### src/rtl/fetch_pc_pipe.sv
// fetch_pc_pipe: next-PC select, instruction register, fetch-valid flag and PC history for the fetch stage
module fetch_pc_pipe #(
  parameter int AW = 32,
  parameter int IW = 32,
  parameter int HIST = 2,
  parameter logic [AW-1:0] RESET_PC = '0,
  parameter bit FLUSH = 1'b1
)(
  input  logic               clk,
  input  logic               reset_n,
  input  logic [IW-1:0]      instruction,
  input  logic               stall,
  input  logic [1:0]         bs,
  input  logic               ps,
  input  logic               z,
  input  logic [AW-1:0]      bra,
  input  logic [AW-1:0]      raa,
  output logic [AW-1:0]      pc,
  output logic [IW-1:0]      ir,
  output logic               ir_valid,
  output logic [AW*HIST-1:0] pc_hist,
  output logic               redirect
);
  logic [1:0] sel;
  logic [AW-1:0] next_pc;
  logic taken;
  always_comb begin
    sel = {bs[1], ((ps ^ z) | bs[1]) & bs[0]};
    next_pc = sel == 2'b00 ? pc + AW'(1) : sel == 2'b10 ? raa : bra;
    taken = sel != 2'b00;
    redirect = taken & ~stall & reset_n;
  end
  always_ff @(posedge clk)
    if (!reset_n) begin
      pc <= RESET_PC;
      ir <= '0;
      ir_valid <= 1'b0;
      pc_hist <= '0;
    end else if (!stall) begin
      pc <= next_pc;
      pc_hist <= (pc_hist << AW) | (AW*HIST)'(pc);
      ir <= FLUSH && taken ? '0 : instruction;
      ir_valid <= !(FLUSH && taken);
    end
endmodule

### config.mk
export PLATFORM = sky130hd
export DESIGN_NAME = fetch_pc_pipe
export DESIGN_NICKNAME = d
export VERILOG_FILES = /design/src/rtl/fetch_pc_pipe.sv
export SDC_FILE = /design/constraint.sdc
export NUM_CORES = 1
export LEC_CHECK = 0
export ABC_AREA = 1
export CORE_ASPECT_RATIO = 1.2
export CORE_UTILIZATION = 47
export DETAILED_ROUTE_END_ITERATION = 8
export GPL_ROUTABILITY_DRIVEN = 0
export GPL_TIMING_DRIVEN = 0
export PLACE_DENSITY_LB_ADDON = 0.12
export SYNTH_ARGS = -nofsm -noshare
export SYNTH_HDL_FRONTEND = slang
export SYNTH_SLANG_ARGS = --single-unit
### constraint.sdc
create_clock -name clk -period 4.1 [get_ports clk]
set_input_delay 0.41 -clock clk [delete_from_list [all_inputs] [get_ports clk]]
set_output_delay 0.41 -clock clk [all_outputs]
set_load 0.02 [all_outputs]
==> impl_metrics.json, run 1 <==
{
  "status": "complete, no violations",
  "cts_num_sinks": 129,
  "ant_nets": 0,
  "grt_util_all_layers": 0.313,
  "netlist.area_leader.share": 0.434,
  "cts_root_buffer": "clkbuf_16",
  "drtIter0Drc": 541,
  "ys_seq_area_frac": 0.434,
  "worstPathMaxFanout": 10,
  "drt-total-wl_um": 20500,
  "max_freq_mhz": 355,
  "syn_area_mm2": 0.00595,
  "cts_hold_buf": 0,
  "nets": 1223,
  "yosys.area.top_type": "dfxtp_1",
  "fin_util": 0.739,
  "cts_resized": 0,
  "vias_per_cell": 5.36,
  "initial_core_util": 0.487,
  "worst_slack_ps": 1290,
  "power.density_mw_per_mm2": 388,
  "hpwl_um": 15300,
  "grt_pass1_wl_um": 32400,
  "cts_tree": "built",
  "yosysWarningCount": 0,
  "fp.dieH_um": 125,
  "hold_depth": 2,
  "yosysUniqueCellTypes": 33,
  "synthFlopType": "dfxtp_1",
  "fin_skew_ps": 6.84,
  "async_flop_share": 0,
  "insertion_delay_ps": 420,
  "layout_min_cycle_time_ps": 2810,
  "peakVddDrop_uv": 374,
  "dieArea_mm2": 0.0131,
  "coreArea_mm2": 0.0122,
  "required_ps": 3690,
  "placed_cells": 1261,
  "synth_most_common_cell": "nand2_1",
  "end_kind": "output pin",
  "worst_setup_path_start_kind": "primary input",
  "die_w_um": 105,
  "synthTopCellsByCount": "nand2_1, dfxtp_1, nor2_1",
  "crit_type": "primary input to output pin",
  "cts_made_buffers": 17,
  "drv_cap": 0,
  "post_cts_buffers": 0,
  "synth_edf_count": 0,
  "drc": 0,
  "syn-num-nets": 973,
  "hold_path_class": "flop to flop",
  "reg2reg_depth": 9,
  "setup_tns_ps": 0,
  "placementRows": 44,
  "dr_total_vias": 6926,
  "clock_path_buffers": 2,
  "synth_seq_cells": 129,
  "h-tree-depth": 4,
  "diodes": 0,
  "wl_per_cell_um": 15.8,
  "ys_top_cells_by_area": "dfxtp_1, nand2_1, a21oi_1",
  "area_growth_pct": 51.8,
  "grt_max_degree": 17,
  "port_buffers": 231,
  "final_area_mm2": 0.00903,
  "slew_headroom": 0.604,
  "dpl_cell_area_mm2": 0.00846,
  "pre_cts_slack_ps": 1310,
  "fin_cells": 1293,
  "grt-ovfl-total": 0,
  "synth_cells": 869,
  "finalHoldViolations": 0,
  "setup_viol": 0,
  "io_pins": 233,
  "rsz0062_at_grt": "false",
  "post_route_cells_drive_above_1_share": 0.0724,
  "antenna_found_initial": 0,
  "tightest_slew_ps": 594,
  "layout_worst_path_cycle_share": 0.686,
  "first_global_vias": 6508,
  "crit_arrival_ps": 2400,
  "firstDrtPassIters": 5,
  "clk_pin_slew_ps": 60,
  "syn_avg_cell_area_um2": 6.85,
  "leakagePower_nw": 3.53,
  "finalMaxSlewViolations": 0
}
## per-layer routing
layer,routed length [µm],track usage,share of wire,up-vias
met5,0,0,0,-
met4,777,0.145,0.038,0
li1,-,-,-,3361
met1,7690,0.346,0.38,3178
met2,10300,0.555,0.50,321
met3,1740,0.0876,0.085,66
## path summary, 6_finish.rpt
path	from	endpoint	slack (ps)
setup reg to reg	pc[1]$_SDFFE_PN0N_	pc[22]$_SDFFE_PN0N_	2370
hold / removal	ir[17]$_SDFFE_PN0N_	ir[17]$_SDFFE_PN0N_	460
setup / recovery	bs[1]	redirect	1290
hold reg to reg	ir[17]$_SDFFE_PN0N_	ir[17]$_SDFFE_PN0N_	460
## cell usage in the layout (no fill, tap or decap), types with 2 or more instances in the layout
cell type | Yosys | final
nor2_1 | 115 | 115
nor2_4 | 4 | 4
clkbuf_1 | 31 | 32
or2_2 | 13 | 13
a21oi_1 | 108 | 108
o21ai_0 | 95 | 95
clkinv_2 | 0 | 2
buf_1 | 2 | 2
dfxtp_1 | 129 | 129
nand2_2 | 2 | 2
clkinv_4 | 0 | 3
clkdlybuf4s50_1 | 0 | 231
nor2_2 | 5 | 5
inv_6 | 0 | 4
clkbuf_16 | 0 | 17
inv_1 | 54 | 54
o211ai_1 | 10 | 10
buf_2 | 18 | 18
inv_2 | 3 | 3
nand3_1 | 81 | 81
clkinvlp_4 | 0 | 2
o2111ai_1 | 2 | 2
a31oi_1 | 3 | 3
nand2_1 | 177 | 177
buf_4 | 3 | 3
## stage by stage
step           hold WS [ps]  total power [mW]
2_1_floorplan           545              1.72
3_3_place_gp            451              2.05
3_5_place_dp            457              2.06
4_1_cts                 461              3.51
5_1_grt                 481              3.63
6_report                464              3.51
## report_power, final
| part | leakage [nW] | internal (mW) | total [mW] | switching, mW |
|---|---|---|---|---|
| Combinational | 2.19 | 0.298 | 0.636 | 0.338 |
| Clock | 0.277 | 0.861 | 1.47 | 0.605 |
| Sequential | 1.06 | 1.33 | 1.40 | 0.0743 |
## flip-flops by register name (all words and copies together) (netlist names)
name,count
ir,32
pc,32
pc_hist,64
ir_valid,1
## logic make-up (layout without fill, tap and decap cells)
logic type      count (synthesis)  in the layout  synth area share
compound gates                223            223             0.197
flops                         129            129             0.434
xor+xnor                        2              2           0.00294
fa+ha+maj                       1              1           0.00210
simple gates                  403            403             0.289
buf+inv                       111            374            0.0757
## worst max-delay path, stage by stage
cell and delay (ps):
clkdlybuf4s50_1 470, inv_2 120, nand3_2 110, a21oi_4 340
buf_2 300, nor3_1 70, clkdlybuf4s50_1 580
## final cells by class
cell class / instances / area, µm²
plain buffers: 54 / 236
clock buffers: 19 / 443
clock inverters: 13 / 128
fillers: 1035 / 3190
inverters: 57 / 214
multi-input cells: 629 / 2920
flip-flops and latches: 129 / 2580
well taps: 161 / 201
repair buffers: 231 / 2310
No activity file was read; power rests on OpenSTA's default activity.
==> run 2: changes to the inputs <==
--- a/config.mk
+++ b/config.mk
@@ -7,7 +7,7 @@
 export LEC_CHECK = 0
 export ABC_AREA = 1
 export CORE_ASPECT_RATIO = 1.2
-export CORE_UTILIZATION = 47
+export CORE_UTILIZATION = 44
 export DETAILED_ROUTE_END_ITERATION = 8
 export GPL_ROUTABILITY_DRIVEN = 0
 export GPL_TIMING_DRIVEN = 0
==> constraint.sdc (replaced) <==
create_clock -name clk -period 2.6 [get_ports clk]
set_input_delay 0.26 -clock clk [delete_from_list [all_inputs] [get_ports clk]]
set_output_delay 0.26 -clock clk [all_outputs]
set_load 0.02 [all_outputs]
==> run 2 against run 1 <==
Clock power rose by 67%; via count decreased by 2.3%; largest power group unchanged; total power is 61% higher; clock skew is 2.2 ps higher; cell count grew 0.46%; first-iteration DRC count shrank 31%; core utilization is 5.1 points lower; setup slack got worse by 1200 ps; final area rose by 0.44%; sequential power grew 58%; flip-flop and latch count is the same.
==> impl_metrics.json, run 2 (synthesis results as in run 1) <==
{
  "crit_arrival_ps": 2260,
  "grt_util_all_layers": 0.293,
  "rsz0062_at_grt": "false",
  "drv_cap": 0,
  "cts_resized": 0,
  "ant_nets": 0,
  "insertion_delay_ps": 420,
  "reg2reg_depth": 9,
  "peakVddDrop_uv": 355,
  "power.density_mw_per_mm2": 624,
  "layout_min_cycle_time_ps": 2520,
  "grt-ovfl-total": 0,
  "initial_core_util": 0.451,
  "nets": 1223,
  "h-tree-depth": 4,
  "finalHoldViolations": 0,
  "post_cts_buffers": 0,
  "grt_pass1_wl_um": 31100,
  "hold_path.startpoint": "stall",
  "setup_tns_ps": 0,
  "hold_path_class": "primary input to flop",
  "hold_depth": 4,
  "layout_commonest_cell": "clkdlybuf4s50_1",
  "hpwl_um": 15400,
  "port_buffers": 231,
  "reg.largest.list": "pc_hist: 64 flops, ir: 32 flops, pc: 32 flops",
  "r2r_end": "pc[22]$_SDFFE_PN0N_",
  "fin_skew_ps": 9.03,
  "cts_tree": "built",
  "largest_reg_flops": 64,
  "grt_max_degree": 17,
  "dieArea_mm2": 0.0140,
  "layout_worst_path_cycle_share": 0.968,
  "wl_per_cell_um": 15.5,
  "largest-register": "pc_hist",
  "clock_path_buffers": 2,
  "end_kind": "output pin",
  "first_global_vias": 6256,
  "worstPathMaxFanout": 10,
  "post_route_cells_drive_above_1_share": 0.0725,
  "antenna_found_initial": 0,
  "tightest_slew_ps": 627,
  "setup_viol": 0,
  "crit_type": "primary input to output pin",
  "firstDrtPassIters": 5,
  "r2r_slack_ps": 840,
  "coreArea_mm2": 0.0132,
  "required_ps": 2340,
  "placementRows": 46,
  "cts_made_buffers": 17,
  "die_w_um": 108,
  "cts_hold_buf": 0,
  "slew_headroom": 0.582,
  "layout_common_cells": "clkdlybuf4s50_1, nand2_1, dfxtp_1",
  "io_pins": 233,
  "drt-total-wl_um": 20100,
  "worst_setup_path_start_kind": "primary input",
  "min_to": "pc_hist[5]$_SDFFE_PN0N_",
  "area_growth_pct": 52.5,
  "drtIter0Drc": 372,
  "fp.dieH_um": 129,
  "worst_slack_ps": 83.3,
  "clk_pin_slew_ps": 60,
  "status": "complete, no violations",
  "cts_root_buffer": "clkbuf_16",
  "dpl_cell_area_mm2": 0.00847,
  "vias_per_cell": 5.21,
  "final_area_mm2": 0.00907,
  "fin_util": 0.689,
  "leakagePower_nw": 3.54,
  "diodes": 0,
  "timing.hold.ws_ps": 347,
  "cts_num_sinks": 129,
  "dr_total_vias": 6767,
  "max_freq_mhz": 397,
  "reg2reg_from": "pc[1]$_SDFFE_PN0N_",
  "pre_cts_slack_ps": 111,
  "finalMaxSlewViolations": 0,
  "drc": 0
}
-- run 2: worst max path at each step --
| stage | cells after the start | endpoint | slack (ps) | startpoint |
|---|---|---|---|---|
| floorplan | 10 | pc[12]$_SDFFE_PN0N_ | 1030 | pc[1]$_SDFFE_PN0N_ |
| global placement | 7 | redirect | 120 | bs[1] |
| detailed placement | 7 | redirect | 110 | bs[1] |
| CTS | 7 | redirect | 90 | bs[1] |
| global route | 7 | redirect | 5 | bs[1] |
| finish | 7 | redirect | 80 | bs[1] |
-- run 2: layout make-up --
type / count / area (µm²)
clock buffers: 17 / 425
repair buffers: 231 / 2310
clock inverters: 14 / 176
flip-flops and latches: 129 / 2580
multi-input cells: 629 / 2920
fillers: 1204 / 4110
inverters: 57 / 214
well taps: 168 / 210
plain buffers: 54 / 236
-- run 2: where the power goes --
part | leakage (nW) | switching [mW] | total [mW] | internal, mW
Combinational | 2.19 | 0.528 | 0.998 | 0.470
Clock | 0.291 | 0.933 | 2.45 | 1.52
Sequential | 1.06 | 0.115 | 2.21 | 2.10
Total | 3.54 | 1.58 | 5.66 | 4.08
-- run 2: per-stage QoR --
step | power, mW | std cells
floorplan | 2.71 | 869
global placement | 3.24 | 1268
detailed placement | 3.25 | 1268
CTS | 5.68 | 1299
global route | 5.88 | 1299
finish | 5.66 | 1299
-- run 2: worst max-delay path: stages --
cell and delay, ps:
clkdlybuf4s50_1 470, inv_2 120, nand3_2 110, a21oi_4 330, buf_2 290, nor3_1 90
clkdlybuf4s50_1 580
-- run 2: metal layers --
metal | share of wire | up-vias | global-route usage
met5 | 0 | - | 0
li1 | - | 3361 | -
met1 | 0.39 | 3102 | 0.322
met2 | 0.51 | 253 | 0.525
met3 | 0.072 | 51 | 0.0749
met4 | 0.034 | 0 | 0.135
==> run 3: changes to the inputs <==
--- a/config.mk
+++ b/config.mk
@@ -6,12 +6,14 @@
 export NUM_CORES = 1
 export LEC_CHECK = 0
 export ABC_AREA = 1
+export CAP_MARGIN = 30
 export CORE_ASPECT_RATIO = 1.2
 export CORE_UTILIZATION = 44
 export DETAILED_ROUTE_END_ITERATION = 8
 export GPL_ROUTABILITY_DRIVEN = 0
 export GPL_TIMING_DRIVEN = 0
 export PLACE_DENSITY_LB_ADDON = 0.12
+export SLEW_MARGIN = 20
 export SYNTH_ARGS = -nofsm -noshare
 export SYNTH_HDL_FRONTEND = slang
 export SYNTH_SLANG_ARGS = --single-unit
==> results of run 3 <==
No change in the layout: final DEF, timing and power equal those of run 2.
